<file path="src/rtl/accum_frame_mc_pkg.sv">
// rtl/accum_frame_mc_pkg.sv - shared constants, width derivations and FIFO entry type
package accum_frame_mc_pkg;

    function automatic int clog2(input int value);
        int r;
        r = 0;
        for (int p = 1; p < value; p = p * 2) begin
            r++;
        end
        return r;
    endfunction

    localparam int DATAWIDTH_IN  = 32;
    localparam int DATAWIDTH_OUT = 8;
    localparam int NUM_CH        = 4;
    localparam int MAX_FRAME     = 1024;
    localparam int OUT_DEPTH     = 4;
    localparam int SHIFT_W       = 6;

    // Accumulator holds a full frame of max-size samples without wrapping.
    localparam int ACC_W = DATAWIDTH_IN + clog2(MAX_FRAME);
    localparam int CNT_W = clog2(MAX_FRAME) + 1;
    localparam int CH_W  = (NUM_CH > 1) ? clog2(NUM_CH) : 1;
    localparam int PTR_W = clog2(OUT_DEPTH);

    typedef struct packed {
        logic [DATAWIDTH_OUT-1:0] dout;
        logic [CH_W-1:0]          tuser;
        logic [CNT_W-1:0]         cnt;
        logic                     sat;
    } entry_t;

endpackage

</file>
<file path="src/rtl/accum_frame_mc_if.sv">
// rtl/accum_frame_mc_if.sv - sample input, result output and config bundle
interface accum_frame_mc_if;
    import accum_frame_mc_pkg::*;

    logic [DATAWIDTH_IN-1:0]  din;
    logic                     din_tvalid;
    logic                     din_tready;
    logic                     din_tlast;
    logic [CH_W-1:0]          din_tuser;
    logic [SHIFT_W-1:0]       cfg_shift;
    logic [DATAWIDTH_OUT-1:0] cfg_min;
    logic                     soft_clr;
    logic [DATAWIDTH_OUT-1:0] dout;
    logic                     dout_tvalid;
    logic                     dout_tready;
    logic [CH_W-1:0]          dout_tuser;
    logic [CNT_W-1:0]         dout_cnt;
    logic                     dout_sat;

    modport slave (
        input  din, din_tvalid, din_tlast, din_tuser, cfg_shift, cfg_min, soft_clr, dout_tready,
        output din_tready, dout, dout_tvalid, dout_tuser, dout_cnt, dout_sat
    );

    modport master (
        output din, din_tvalid, din_tlast, din_tuser, cfg_shift, cfg_min, soft_clr, dout_tready,
        input  din_tready, dout, dout_tvalid, dout_tuser, dout_cnt, dout_sat
    );

endinterface

</file>
<file path="src/rtl/accum_frame_mc_out_fifo.sv">
// rtl/accum_frame_mc_out_fifo.sv - result queue, OUT_DEPTH entries, head visible combinationally
module accum_frame_mc_out_fifo
    import accum_frame_mc_pkg::*;
(
    input  logic           clk,
    input  logic           rst_n,
    input  logic           push,
    input  entry_t         wdata,
    input  logic           pop,
    output entry_t         rdata,
    output logic [PTR_W:0] count
);

    entry_t           mem [OUT_DEPTH];
    logic [PTR_W-1:0] wr_ptr;
    logic [PTR_W-1:0] rd_ptr;
    logic             full;
    logic             do_push;
    logic             do_pop;

    assign full    = (count == (PTR_W+1)'(OUT_DEPTH));
    // A pop frees the slot in the same cycle, so a push into a full queue is allowed alongside it.
    assign do_push = push & (~full | pop);
    assign do_pop  = pop & (count != '0);
    assign rdata   = mem[rd_ptr];

    // Storage, pointers and occupancy; memory cleared so the idle head reads as zero.
    always_ff @(posedge clk or negedge rst_n) begin
        if (!rst_n) begin
            for (int i = 0; i < OUT_DEPTH; i++) begin
                mem[i] <= '0;
            end
            wr_ptr <= '0;
            rd_ptr <= '0;
            count  <= '0;
        end else begin
            if (do_push) begin
                mem[wr_ptr] <= wdata;
                wr_ptr      <= wr_ptr + 1'b1;
            end
            if (do_pop) begin
                rd_ptr <= rd_ptr + 1'b1;
            end
            count <= count + (PTR_W+1)'(do_push) - (PTR_W+1)'(do_pop);
        end
    end

endmodule

</file>
<file path="src/rtl/accum_frame_mc.sv">
// rtl/accum_frame_mc.sv - multi-channel frame accumulator with scale, clamp and output queue
module accum_frame_mc
    import accum_frame_mc_pkg::*;
(
    input logic           clk,
    input logic           rst_n,
    accum_frame_mc_if.slave bus
);

    logic [ACC_W-1:0] acc [NUM_CH];
    logic [CNT_W-1:0] cnt [NUM_CH];
    logic [NUM_CH-1:0] ovf;

    logic [CH_W-1:0]  ch;
    logic             ch_ok;
    logic             accept;
    logic             frame_done;
    logic [ACC_W:0]   sum_ext;
    logic             carry;
    logic [ACC_W-1:0] sum_sat;
    logic [CNT_W-1:0] beats;

    logic             sc_valid;
    logic [ACC_W-1:0] sc_sum;
    logic [CH_W-1:0]  sc_ch;
    logic [CNT_W-1:0] sc_cnt;
    logic             sc_sat;
    logic [ACC_W-1:0] shifted;
    logic             clip;
    logic [DATAWIDTH_OUT-1:0] out_val;
    entry_t           wentry;
    entry_t           rentry;
    logic [PTR_W:0]   fifo_count;
    logic             pop;
    logic [PTR_W+1:0] occ_next;

    assign ch         = bus.din_tuser;
    assign ch_ok      = 32'(ch) < NUM_CH;
    assign accept     = bus.din_tvalid & bus.din_tready;
    assign frame_done = accept & bus.din_tlast & ch_ok & ~bus.soft_clr;
    assign sum_ext    = {1'b0, acc[ch]} + (ACC_W+1)'(bus.din);
    assign carry      = sum_ext[ACC_W];
    assign sum_sat    = (carry | ovf[ch]) ? '1 : sum_ext[ACC_W-1:0];
    assign beats      = (cnt[ch] == '1) ? cnt[ch] : cnt[ch] + 1'b1;

    // Per-channel partial sums; a tlast beat hands its total to the scale stage and restarts the channel.
    always_ff @(posedge clk or negedge rst_n) begin
        if (!rst_n) begin
            for (int i = 0; i < NUM_CH; i++) begin
                acc[i] <= '0;
                cnt[i] <= '0;
            end
            ovf <= '0;
        end else if (bus.soft_clr) begin
            for (int i = 0; i < NUM_CH; i++) begin
                acc[i] <= '0;
                cnt[i] <= '0;
            end
            ovf <= '0;
        end else if (accept && ch_ok) begin
            if (bus.din_tlast) begin
                acc[ch] <= '0;
                cnt[ch] <= '0;
                ovf[ch] <= 1'b0;
            end else begin
                acc[ch] <= sum_sat;
                cnt[ch] <= beats;
                ovf[ch] <= ovf[ch] | carry;
            end
        end
    end

    // Scale stage register holding one completed frame.
    always_ff @(posedge clk or negedge rst_n) begin
        if (!rst_n) begin
            sc_valid <= 1'b0;
            sc_sum   <= '0;
            sc_ch    <= '0;
            sc_cnt   <= '0;
            sc_sat   <= 1'b0;
        end else begin
            sc_valid <= frame_done;
            if (frame_done) begin
                sc_sum <= sum_sat;
                sc_ch  <= ch;
                sc_cnt <= beats;
                sc_sat <= ovf[ch] | carry;
            end
        end
    end

    // Shift and clamp use the config values present while the frame sits in the scale stage.
    always_comb begin
        shifted = sc_sum >> bus.cfg_shift;
        clip    = |shifted[ACC_W-1:DATAWIDTH_OUT];
        if (clip) begin
            out_val = '1;
        end else if (shifted[DATAWIDTH_OUT-1:0] < bus.cfg_min) begin
            out_val = bus.cfg_min;
        end else begin
            out_val = shifted[DATAWIDTH_OUT-1:0];
        end
        wentry = '{dout: out_val, tuser: sc_ch, cnt: sc_cnt, sat: sc_sat | clip};
    end

    assign pop = bus.dout_tvalid & bus.dout_tready;

    accum_frame_mc_out_fifo u_out_fifo (
        .clk   (clk),
        .rst_n (rst_n),
        .push  (sc_valid),
        .wdata (wentry),
        .pop   (pop),
        .rdata (rentry),
        .count (fifo_count)
    );

    assign bus.dout_tvalid = (fifo_count != '0);
    assign bus.dout        = rentry.dout;
    assign bus.dout_tuser  = rentry.tuser;
    assign bus.dout_cnt    = rentry.cnt;
    assign bus.dout_sat    = rentry.sat;

    // Next-cycle occupancy counts the frame entering the scale stage, so no result can overrun the queue.
    assign occ_next = (PTR_W+2)'(fifo_count) + (PTR_W+2)'(sc_valid)
                    + (PTR_W+2)'(frame_done) - (PTR_W+2)'(pop);

    // Input ready is registered from the projected occupancy.
    always_ff @(posedge clk or negedge rst_n) begin
        if (!rst_n) begin
            bus.din_tready <= 1'b0;
        end else begin
            bus.din_tready <= (occ_next < (PTR_W+2)'(OUT_DEPTH));
        end
    end

endmodule

</file>
<file path="src/flat_wrapper.sv">
// flat-port wrapper written by rule: the top's interface ports become plain ports
module accum_frame_mc_flat import accum_frame_mc_pkg::*;
  (clk, rst_n, bus_din, bus_din_tvalid, bus_din_tlast, bus_din_tuser, bus_cfg_shift, bus_cfg_min, bus_soft_clr, bus_dout_tready, bus_din_tready, bus_dout, bus_dout_tvalid, bus_dout_tuser, bus_dout_cnt, bus_dout_sat);
  accum_frame_mc_if bus_i ();
  input logic clk;
  input logic rst_n;
  input wire logic [$bits(bus_i.din)-1:0] bus_din;
  input wire logic [$bits(bus_i.din_tvalid)-1:0] bus_din_tvalid;
  input wire logic [$bits(bus_i.din_tlast)-1:0] bus_din_tlast;
  input wire logic [$bits(bus_i.din_tuser)-1:0] bus_din_tuser;
  input wire logic [$bits(bus_i.cfg_shift)-1:0] bus_cfg_shift;
  input wire logic [$bits(bus_i.cfg_min)-1:0] bus_cfg_min;
  input wire logic [$bits(bus_i.soft_clr)-1:0] bus_soft_clr;
  input wire logic [$bits(bus_i.dout_tready)-1:0] bus_dout_tready;
  output wire logic [$bits(bus_i.din_tready)-1:0] bus_din_tready;
  output wire logic [$bits(bus_i.dout)-1:0] bus_dout;
  output wire logic [$bits(bus_i.dout_tvalid)-1:0] bus_dout_tvalid;
  output wire logic [$bits(bus_i.dout_tuser)-1:0] bus_dout_tuser;
  output wire logic [$bits(bus_i.dout_cnt)-1:0] bus_dout_cnt;
  output wire logic [$bits(bus_i.dout_sat)-1:0] bus_dout_sat;
  assign bus_i.din = bus_din;
  assign bus_i.din_tvalid = bus_din_tvalid;
  assign bus_i.din_tlast = bus_din_tlast;
  assign bus_i.din_tuser = bus_din_tuser;
  assign bus_i.cfg_shift = bus_cfg_shift;
  assign bus_i.cfg_min = bus_cfg_min;
  assign bus_i.soft_clr = bus_soft_clr;
  assign bus_i.dout_tready = bus_dout_tready;
  assign bus_din_tready = bus_i.din_tready;
  assign bus_dout = bus_i.dout;
  assign bus_dout_tvalid = bus_i.dout_tvalid;
  assign bus_dout_tuser = bus_i.dout_tuser;
  assign bus_dout_cnt = bus_i.dout_cnt;
  assign bus_dout_sat = bus_i.dout_sat;
  accum_frame_mc u_core (.clk(clk), .rst_n(rst_n), .bus(bus_i));
endmodule
</file>
<file path="config.mk">
export PLATFORM = sky130hd
export DESIGN_NAME = accum_frame_mc_flat
export DESIGN_NICKNAME = d
export VERILOG_FILES = /design/src/rtl/accum_frame_mc_pkg.sv /design/src/rtl/accum_frame_mc_if.sv /design/src/rtl/accum_frame_mc_out_fifo.sv /design/src/rtl/accum_frame_mc.sv /design/src/flat_wrapper.sv
export SDC_FILE = /design/constraint.sdc
export NUM_CORES = 1
export LEC_CHECK = 0
export ABC_AREA = 1
export BUFFER_PORTS_ARGS = -buffer_cell sky130_fd_sc_hd__clkbuf_2
export CORE_UTILIZATION = 30
export DETAILED_ROUTE_END_ITERATION = 10
export PLACE_DENSITY_LB_ADDON = 0.12
export SETUP_SLACK_MARGIN = 0.05
export SLEW_MARGIN = 25
export SYNTH_ARGS = -nofsm -noshare
export SYNTH_HDL_FRONTEND = slang
export SYNTH_HIERARCHICAL = 1
export SYNTH_SLANG_ARGS = --single-unit
</file>
<file path="constraint.sdc">
create_clock -name clk -period 3.1 [get_ports clk]
set_input_delay 0.31 -clock clk [delete_from_list [all_inputs] [get_ports clk]]
set_output_delay 0.31 -clock clk [all_outputs]
set_load 0.03 [all_outputs]
</file>
## After elaboration in Yosys (flattened, before gate mapping)

Index checks and enable logic that the tools add are counted.

| word-level totals | value |
|---|---|
| bits of input ports | 54 |
| output and inout bits | 24 |
| flip-flop bits (word level) | 369 |

| cells by class | value |
|---|---|
| bitwise gates (word level) | 20 |
| $add $sub $neg | 9 |
| shift operators | 1 |
| eq/ne operators | 2 |
| muxes and demuxes | 36 |
| magnitude comparators | 9 |
| reductions and logical operators | 6 |

Operators with widths:

| operator | number |
|---|---|
| $mux W168 | 3 |
| $and A168 B168 Y168 | 1 |
| $bwmux W168 | 1 |
| $mux W42 | 4 |
| $not A168 Y168 | 1 |
| $mux W44 | 3 |
| $bwmux W88 | 1 |
| $bmux W42 S2 | 1 |
| $demux W42 S2 | 1 |
| $mux W22 | 3 |
| $and A44 B44 Y44 | 1 |
| $bmux W22 S2 | 1 |
| $bwmux W44 | 1 |
| $demux W22 S2 | 1 |
| $mux W11 | 4 |
| $not A44 Y44 | 1 |
| $add A42 B32 Y43 | 1 |
| $shr A42 B6 Y42 | 1 |
| $reduce_or A34 Y1 | 1 |
| $bmux W11 S2 | 1 |
| $demux W11 S2 | 1 |
| $mux W8 | 2 |
| $mux W4 | 3 |
| $add A11 B1 Y11 const B | 1 |
| 27 further kinds | 44 |

## Depth between registers and ports, before layout

Gate-level depths: netlist of the first run.

| logic depth | value |
|---|---|
| word-level depth | 11 |
| depth in mapped cells | 29 |
| depth with buffers taken out | 26 |

## Cells and area by module

The synthesis of the first run kept the hierarchy.

Modules (own cells, without submodules):

| module | area each (um2) | cells each | seq. area each (um2) | times used |
|---|---|---|---|---|
| accum_frame_mc | 20026.7 | 3146 | 6856.6 | 1 |
| accum_frame_mc_out_fifo | 4758.3 | 556 | 2377.3 | 1 |

## Worst setup path before layout of the first run

No wires, ideal clock.

| path | value |
|---|---|
| kind | input-to-reg |
| start | input bus_din_tuser[0] |
| end | register u_core/acc[118] (netlist name) |
| arrival time | 3430 ps |
| stages | 29 |
| slack | -396 ps |
| cells stage by stage | nor2_1 buf_4 buf_6 clkbuf_1 a22oi_1 o221ai_1 ha_1 inv_1 fa_1 inv_1 nand3_1 nand2_1 nand2_1 nand2_1 nand2_1 nand2_1 nand2_1 nand3_1 nand2_1 nand2_1 nand2_1 nand2_4 inv_4 buf_6 nand2_2 nand2_1 nand2_1 nand3_1 nand2_1 |

| between the ends | value |
|---|---|
| word-level cells in the longest chain between the ends | 11 |

RTL lines:

| element | RTL line | source |
|---|---|---|
| start: declaration | flat_wrapper.sv:10 | `input wire logic [$bits(bus_i.din_tuser)-1:0] bus_din_tuser;` |
| $not A2 Y3 (implied by the code) | accum_frame_mc.sv:41, accum_frame_mc.sv:62, accum_frame_mc.sv:66 |  |
| $bmux W42 S2 | accum_frame_mc.sv:41 | `assign sum_ext = {1'b0, acc[ch]} + (ACC_W+1)'(bus.din);` |
| $mux W42 (implied by the code) (2 in series) | accum_frame_mc.sv:41 |  |
| $add A42 B32 Y43 | accum_frame_mc.sv:41 |  |
| $or A1 B1 Y1 | accum_frame_mc.sv:43 | `assign sum_sat = (carry \| ovf[ch]) ? '1 : sum_ext[ACC_W-1:0];` |
| $mux W42 | accum_frame_mc.sv:43 |  |
| $bwmux W168 | accum_frame_mc.sv:66 | `acc[ch] <= sum_sat;` |
| $mux W168 * | accum_frame_mc.sv:61 | `if (bus.din_tlast) begin` |
| $mux W168 * | accum_frame_mc.sv:60 | `end else if (accept && ch_ok) begin` |
| $mux W168 * | accum_frame_mc.sv:54 | `end else if (bus.soft_clr) begin` |
| end signal: indexed assignment | accum_frame_mc.sv:66 |  |
| end: declaration | accum_frame_mc.sv:10 | `logic [ACC_W-1:0] acc [NUM_CH];` |

Every way passes the cells marked *; elsewhere a longest branch is shown, timed or not. The select of a mux whose other input is x is not followed.
A chain may end at the register's enable or synchronous reset.

## Worst setup path in the final report of the first run

| path | value |
|---|---|
| start | register u_core.sc_sum[29] |
| end | register u_core/u_out_fifo/mem[65] (netlist name) |

| between the ends | value |
|---|---|
| word-level cells in the longest chain between the ends | 5 |

RTL lines:

| element | RTL line | source |
|---|---|---|
| start: declaration | accum_frame_mc.sv:24 | `logic [ACC_W-1:0] sc_sum;` |
| start signal: assignment | accum_frame_mc.sv:84 | `sc_sum <= sum_sat;` |
| $shr A42 B6 Y42 * | accum_frame_mc.sv:94 | `shifted = sc_sum >> bus.cfg_shift;` |
| $lt A8 B8 Y1 | accum_frame_mc.sv:98 | `end else if (shifted[DATAWIDTH_OUT-1:0] < bus.cfg_min) begin` |
| $mux W8 | accum_frame_mc.sv:98 |  |
| $mux W8 * | accum_frame_mc.sv:96 | `if (clip) begin` |
| net u_core.out_val[7] | accum_frame_mc.sv:30 | `logic [DATAWIDTH_OUT-1:0] out_val;` |
| $bwmux W88 * | accum_frame_mc_out_fifo.sv:38 | `mem[wr_ptr] <= wdata;` |
| end signal: indexed assignment | accum_frame_mc_out_fifo.sv:38 |  |
| end: declaration | accum_frame_mc_out_fifo.sv:14 | `entry_t mem [OUT_DEPTH];` |

The timed path passes the listed nets; every way through them passes the cells marked *.

==> results of run 1 <==
-- flip-flops by register name (all words and copies together), names as in the netlist --
signal / count
u_core/u_out_fifo/wr_ptr: 2
u_core/sc_ch: 2
u_core/u_out_fifo/mem: 88
u_core/acc: 168
u_core/u_out_fifo/count: 3
u_core/sc_sat: 1
u_core/sc_cnt: 11
u_core/ovf: 4
u_core/sc_valid: 1
u_core/u_out_fifo/rd_ptr: 2
u_core/bus.din_tready: 1
u_core/cnt: 44
u_core/sc_sum: 42
-- metrics by stage --
step                      setup TNS, ns  cell area (sq um)
after floorplan                       0              25000
after global placement          -115.90              29600
after detailed placement        -115.02              29600
after CTS                             0              31500
after global routing              -6.13              33000
final                                 0              33000
-- layer usage --
layer	vias to the layer above	share of wire [%]	track usage, %
li1	13000	-	-
met4	0	1.8	5.43
met5	-	0	0
met3	125	6.1	4.17
met1	12500	48	33.6
met2	689	45	37.0
-- synthesized netlist by cell type, types with 30 or more instances --
cell type	instances	area [sq um]
o21ai_0	275	1380
nand3_1	157	786
a22oi_1	47	353
o21ai_1	122	611
a21oi_1	262	1310
inv_1	183	687
nand2_1	1397	5240
dfrtp_1	369	9230
nand4_1	98	613
o22ai_1	42	263
buf_1	30	113
ha_1	50	626
clkbuf_1	154	578
nor2_1	243	912
buf_2	44	220
-- cell type report --
class                           instances  area (sq um)  area share [%]
Clock buffer                           67          1360            4.13
Clock inverter                         15           255           0.774
Inverter                              194           746            2.26
Multi-Input combinational cell       2883         15200            46.1
Sequential cell                       369          9240            28.0
Tap cell                             1070          1340            4.06
Timing Repair Buffer                  591          4830            14.6
Timing Repair inverter                  1          6.26          0.0190
-- how the worst min path moves through the flow --
stage                              start                                    end  cells after the start
after floorplan                    rst_n              u_core/acc[0]$_DFFE_PN0P_                      0
after global placement             rst_n          u_core/sc_sum[11]$_DFFE_PN0P_                      1
after detailed placement           rst_n          u_core/sc_sum[11]$_DFFE_PN0P_                      1
after CTS                 bus_cfg_min[5]  u_core/u_out_fifo/mem[63]$_DFFE_PN0P_                      5
after global routing      bus_cfg_min[2]  u_core/u_out_fifo/mem[38]$_DFFE_PN0P_                      5
final                     bus_cfg_min[2]  u_core/u_out_fifo/mem[60]$_DFFE_PN0P_                      5
-- where the power goes --
group          total (mW)  switching [mW]  internal, mW
Clock                5.82            2.42          3.40
Combinational        10.1            6.13          3.96
Sequential           7.01           0.980          6.03
-- critical path, stage by stage (launching register included) --
cell      delay, ns
dfrtp_2        0.47
inv_2          0.07
nand2_1        0.04
o21ai_1        0.08
buf_4          0.14
nand2_2        0.05
nand3_2        0.06
nand2_2        0.06
o21a_1         0.21
o21ai_2        0.17
o21ai_2        0.09
ha_1           0.31
a21oi_1        0.13
nor2_1         0.07
a211oi_2       0.32
nand2_2        0.21
nand2_2        0.12
nand3_2        0.07
buf_6          0.15
nand4_1        0.08
nand2_1        0.06
-- placed cells by master (no fill, tap or decap), types with 10 or more instances in the layout --
cell and instances:
nand2_2 63, buf_6 13, clkbuf_8 11, a22oi_1 37, o22ai_1 39, nor2_4 18, buf_4 460, o21ai_1 164
buf_12 37, o21ai_2 27, clkbuf_16 47, xnor2_1 18, a21oi_1 216, nand3_4 11, nor2_2 16, dfrtp_1 364
o221ai_1 16, a21oi_2 44, inv_1 176, nand2_1 1319, nand3_2 22, nand4_1 98, ha_1 39, o221ai_2 12
nand2_8 14, nand2_4 21, nand3_1 130, a22oi_2 10, nor2_1 215, a31oi_1 19, o21ai_0 204, inv_2 10
clkbuf_2 75
-- timing repair --
item,CTS,global route
pin swaps,10,106
buffers inserted,7,20
gates resized for setup,60,359
hold buffers,1,0
cloned,2,0
endpoints found under the setup margin,176,251
endpoints found under the hold margin,54,0
-- cells by family after synthesis --
group	count (synthesis)	synth area share, %
and+or+nand+nor	1954	32.1
AOI/OAI and AO/OA	839	18.7
buffers and inverters	450	7.84
DFF	369	37.3
adders and majority gates	52	2.69
xor gates and xnor gates	38	1.34
==> results.md, run 1 <==
- Maximum count of clock buffers along a single path: 3
- Outcome: complete, no violations
- Worst R2R Setup Slack: 0.04 ns
- Number of antenna violations at the first check in global routing: 0
- Top_reg_cell synth: dfrtp_1
- Clock transition at the registers of the reported paths: 0.06 ns
- Total power consumption of the routed design: 22.9 mW
- Highest fanout seen on the critical path: 8
- Die W: 289 um
- Critical path data arrival time: 3.58 ns
- ANT cells: 0
- Total GRT Usage: 23.6%
- Syn Std Cell Area: 24,800 sq um
- Post-layout util: 40.3%
- Die height: 289 um
- Total overflow reported by the global router: 0
- Hold WC Path Type: in -> reg
- Worst setup timing slack at the placement stage: -0.683 ns
- Drt initial violations: 2,169
- Min cycle time layout: 3.06 ns
- Fraction of registers with async set/reset: 100%
- Leakage power figure: 15.9 nW
- Pin slew with the least headroom to its limit: 0.952 ns
- Placed instance count: 5,078
- Num CTS Buffers: 47
- RSZ-0062 raised after global routing: yes
- R2r worst-path depth: 20
- Hold_ws: 0.131 ns
- Overall via count from detail_route: 26,400
- Maximum number of pins on one net before global-route repair: 173
- Worst Clk Skew: 0.0566 ns
- Routability congestion estimate from global placement: 0.890
- Max-slew violations: 0
- FF-to-FF Start: u_core/sc_sum[29]$_DFFE_PN0P_
- Sum of net half-perimeters after detailed placement: 68,000 um
- Worst R2R End: u_core/u_out_fifo/mem[65]$_DFFE_PN0P_
- Number of hold violations in the final report: 0
- Post-detailed-route via-to-cell ratio: 5.08
- Tcrit/Tclk final: 98.7%
- Crit Path Class: reg -> reg
- Pwr per Cell Area: 695 nW/um^2
- Initial core utilization: 30.2%
- Final-report setup violation count: 0
- Core Region: 82,000 sq um
- Sequential area share after synthesis: 37.3%
- Maximum vdd ir drop: 0.000431 V
- Non-filler instance count after layout: 5,190
- Number of sinks handled by clock tree synthesis: 369
- Critical path data required time: 3.62 ns
- Capture point of the worst path: u_core/u_out_fifo/mem[65]$_DFFE_PN0P_
- Category of the worst setup path launch point: flip-flop
- Filler Cell Count: 8,715
- I/O pins: 78
- Crit. End Element: flip-flop
- Post-detailed-route DRC marker count: 0
- Final routed wire length divided by cell count: 19.1 um
- Total Die Area: 83,800 sq um
- Drt pass-1 iters: 5
- Slew HR: 36.4%
- Warnings, synthesis: 6
- Fraction of layout instances using a drive strength above 1: 24.1%
- Fmax achieved: 0.327 GHz
- Total of flip-flops plus latches after synthesis: 369
- Final WS setup: 0.0401 ns
- Total routed wirelength: 99,400 um
- Clk_lat worst skew: 0.64 ns
- Global-route wire length before repair: 153,000 um
- Distinct cell type count after synthesis: 54
- Root buffer selected by CTS: clkbuf_16
- Row cnt: 105
- Nets: 4,193
- Area added between synthesis and finish: 33.1%
- Synthesized area per cell: 6.70 sq um
- Number of global-route vias before repair: 25,400
- Count of buffers from port buffering: 77
- Launching instance or port of the critical path: u_core/sc_sum[29]$_DFFE_PN0P_
- Number of cells produced by synthesis: 3,702
- Number of routed nets with antenna violations: 0
- TritonCTS clock tree: built
- Number of enable-type register cells in the synthesized netlist: 0
- Net count after synthesis: 3,808
- H-tree levels: 2
- Number of violations of the max-capacitance limit: 0
No activity file was read; power rests on OpenSTA's default activity.
==> inputs of run 2 (changes only) <==
- PLACE_DENSITY: not set -> 0.51
- PLACE_DENSITY_LB_ADDON: 0.12 -> not set
- SYNTH_HIERARCHICAL: 1 -> not set
==> results.md, run 2 <==
- Register bank with the most flops: u_core.acc
- Drt initial violations: 2,287
- Fmax achieved: 0.308 GHz
- Fraction of layout instances using a drive strength above 1: 25.3%
- Clk_lat worst skew: 0.60 ns
- Failing checks: setup timing
- Syn Std Cell Area: 23,900 sq um
- Count of buffers from port buffering: 77
- Number of cells produced by synthesis: 3,484
- Total of flip-flops plus latches after synthesis: 369
- Number of enable-type register cells in the synthesized netlist: 0
- Proportion of netlist area held by the largest area contributor: 38.7%
- Row cnt: 103
- Most frequent standard cell in the layout excluding fill and tap cells: nand2_1
- Tcrit/Tclk final: 105%
- Critical path data required time: 3.59 ns
- Warnings, synthesis: 0
- Total routed wirelength: 89,200 um
- Routability congestion estimate from global placement: 0.865
- Pwr per Cell Area: 684 nW/um^2
- Number of sinks handled by clock tree synthesis: 369
- Total overflow reported by the global router: 0
- Fraction of registers with async set/reset: 100%
- Initial core utilization: 30.3%
- Area used by multi-input combinational logic: 14,400 sq um
- Category of the worst setup path launch point: flip-flop
- Net count after synthesis: 3,590
- Number of hold violations in the final report: 0
- Worst Clk Skew: 0.0246 ns
- Sequential area share after synthesis: 38.7%
- Launch instance of the worst min-delay path: bus_din_tlast
- Num CTS Buffers: 44
- Leading cell types by count after synthesis: nand2_1 (1,153), o21ai_0 (397), dfrtp_1 (369)
- Core Region: 78,900 sq um
- Cells on Worst Hold Path: 4
- Leakage power figure: 15.4 nW
- Total Die Area: 80,700 sq um
- Min cycle time layout: 3.25 ns
- TritonCTS clock tree: built
- Distinct cell type count after synthesis: 57
- Hold_ws: 0.116 ns
- H-tree levels: 2
- Most numerous cell in the Yosys netlist: nand2_1
- Top_reg_cell synth: dfrtp_1
- Number of violations of the max-capacitance limit: 0
- ANT cells: 0
- Die height: 284 um
- Slew HR: 21.3%
- Pin slew with the least headroom to its limit: 1.18 ns
- Endpoint, Worst Hold: u_core.acc[36]$_DFFE_PN0P_
- Hold WC Path Type: in -> reg
- R2r worst-path depth: 23
- Worst R2R End: u_core.acc[78]$_DFFE_PN0P_
- Final routed wire length divided by cell count: 17.9 um
- Overall via count from detail_route: 25,200
- Nets: 3,995
- Global-route wire length before repair: 141,000 um
- Worst R2R Setup Slack: -0.15 ns
- Critical path data arrival time: 3.74 ns
- RSZ-0062 raised after global routing: yes
- Final WS setup: -0.149 ns
- Regs by FF count: u_core.acc: 168 flops, u_core.u_out_fifo.mem: 88 flops, u_core.cnt: 44 flops
- Post-detailed-route via-to-cell ratio: 5.06
- Number of antenna violations at the first check in global routing: 0
- FF-to-FF Start: u_core.acc[126]$_DFFE_PN0P_
- Crit. End Element: flip-flop
- I/O pins: 78
- Maximum number of pins on one net before global-route repair: 225
- Final-report setup violation count: 126
- Number of routed nets with antenna violations: 0
- Drt pass-1 iters: 5
- Maximum vdd ir drop: 0.000347 V
- Max-slew violations: 0
- Clock transition at the registers of the reported paths: 0.06 ns
- Post-detailed-route DRC marker count: 0
- Synthesized area per cell: 6.86 sq um
- Commonest cells after routing, fill and taps aside: nand2_1 (1,068), buf_4 (443), dfrtp_1 (368)
- Root buffer selected by CTS: clkbuf_16
- Outcome: complete, but fails checks
- Area added between synthesis and finish: 34.5%
- Max reg flops: 168
- Filler Cell Count: 8,228
- Seq. cell area: 9240 sq um
- Number of global-route vias before repair: 24,100
- Total GRT Usage: 21.9%
- Largest area contributor in the synthesized netlist: dfrtp_1
- Total power consumption of the routed design: 22.0 mW
- Crit Path Class: reg -> reg
- Maximum count of clock buffers along a single path: 3
- Cell types with the largest area share after synthesis: dfrtp_1 (39%), nand2_1 (18%), o21ai_0 (8.3%), a21oi_1 (4.8%), nand3_1 (4.0%)
- Die W: 284 um
- Sum of net half-perimeters after detailed placement: 59,000 um
- Highest fanout seen on the critical path: 6
-- run 2: changes by cell type in the layout (fill, tap and decap cells not counted), sizes merged, moves of 17 or more --
cell / change
nand2: -246
o21ai: +91
nand4: -85
inv: +41
a21oi: -32
nand3: +32
o22ai: +22
nor2: -20
o31ai: +17
-- run 2: stage by stage --
stage / area (sq um) / worst slack (ns) / cells / utilization (%) / TNS, ns
floorplan: 24200 / -0.189 / 3484 / - / -27.75
global placement: 28700 / -0.872 / 4828 / 36.4 / -185.94
detailed placement: 28700 / -0.805 / 4828 / 36.4 / -174.99
CTS: 31100 / -0.0772 / 4944 / 39.4 / -1.27
global route: 32100 / -0.240 / 4973 / 40.7 / -29.89
finish: 32100 / -0.149 / 4973 / 40.7 / -5.30
-- run 2: cell families (layout without fill, tap and decap cells) --
| kind of cell | after synthesis | after routing | synth area share [%] |
|---|---|---|---|
| AOI/OAI and AO/OA | 925 | 925 | 21.5 |
| DFF | 369 | 369 | 38.7 |
| xor gates and xnor gates | 38 | 38 | 1.39 |
| muxes | 2 | 2 | 0.0838 |
| and+or+nand+nor | 1636 | 1637 | 28.0 |
| adders and majority gates | 52 | 52 | 2.79 |
| buffers and inverters | 462 | 900 | 7.59 |
-- run 2: power breakdown --
part	switching (mW)	total, mW	internal (mW)
clock	2.22	5.35	3.13
sequential	0.810	6.89	6.08
combinational	5.80	9.73	3.93
-- run 2: area by class of cell --
class	count	area share [%]
Inverter	229	2.75
Timing Repair inverter	2	0.156
Timing Repair Buffer	589	14.9
Tap cell	1050	4.09
Clock buffer	64	3.88
Sequential cell	369	28.7
Multi-Input combinational cell	2654	44.8
Clock inverter	16	0.674
-- run 2: how the worst max path moves through the flow --
stage / startpoint / to / slack [ns]
6_report: u_core.acc[126]$_DFFE_PN0P_ / u_core.acc[78]$_DFFE_PN0P_ / -0.15
5_1_grt: u_core.acc[126]$_DFFE_PN0P_ / u_core.acc[78]$_DFFE_PN0P_ / -0.24
4_1_cts: u_core.acc[126]$_DFFE_PN0P_ / u_core.acc[120]$_DFFE_PN0P_ / -0.08
3_5_place_dp: bus_din_tuser[0] / u_core.acc[35]$_DFFE_PN0P_ / -0.81
3_3_place_gp: bus_din_tuser[0] / u_core.ovf[1]$_DFFE_PN0P_ / -0.87
2_1_floorplan: bus_din_tuser[1] / u_core.acc[119]$_DFFE_PN0P_ / -0.19
-- run 2: worst max-delay path, stage by stage, from the launching register on --
cell	delay [ns]
dfrtp_1	0.39
a22oi_2	0.21
o221ai_2	0.11
ha_2	0.21
fa_2	0.39
nand2_2	0.11
o21ai_4	0.08
a21boi_4	0.20
inv_2	0.06
nand2_2	0.06
nand2_2	0.07
nand2_4	0.06
nand2_4	0.06
nand2_4	0.08
nand2b_4	0.08
nand2_8	0.10
nand2_8	0.09
buf_12	0.14
buf_12	0.14
nor2_4	0.14
buf_6	0.13
o21ai_2	0.04
nand3_1	0.13
nand2_1	0.06
-- run 2: routing by layer --
metal | wire [um] | vias to the layer above | share of wire [%] | GRT usage [%]
met4 | 1960 | 0 | 2.2 | 5.95
met2 | 39300 | 717 | 44 | 33.8
met1 | 42600 | 12000 | 48 | 31.8
met5 | 0 | - | 0 | 0
met3 | 5340 | 115 | 6.0 | 3.02
li1 | - | 12400 | - | -
-- run 2: what timing repair did --
action | 4_1_cts | 5_1_grt
endpoints found under the setup margin | 249 | 292
resized for setup | 161 | 233
cloned | 3 | 0
pin swaps | 76 | 109
setup buffers | 36 | 36
endpoints found under the hold margin | 72 | 0
hold buffers | 1 | 0
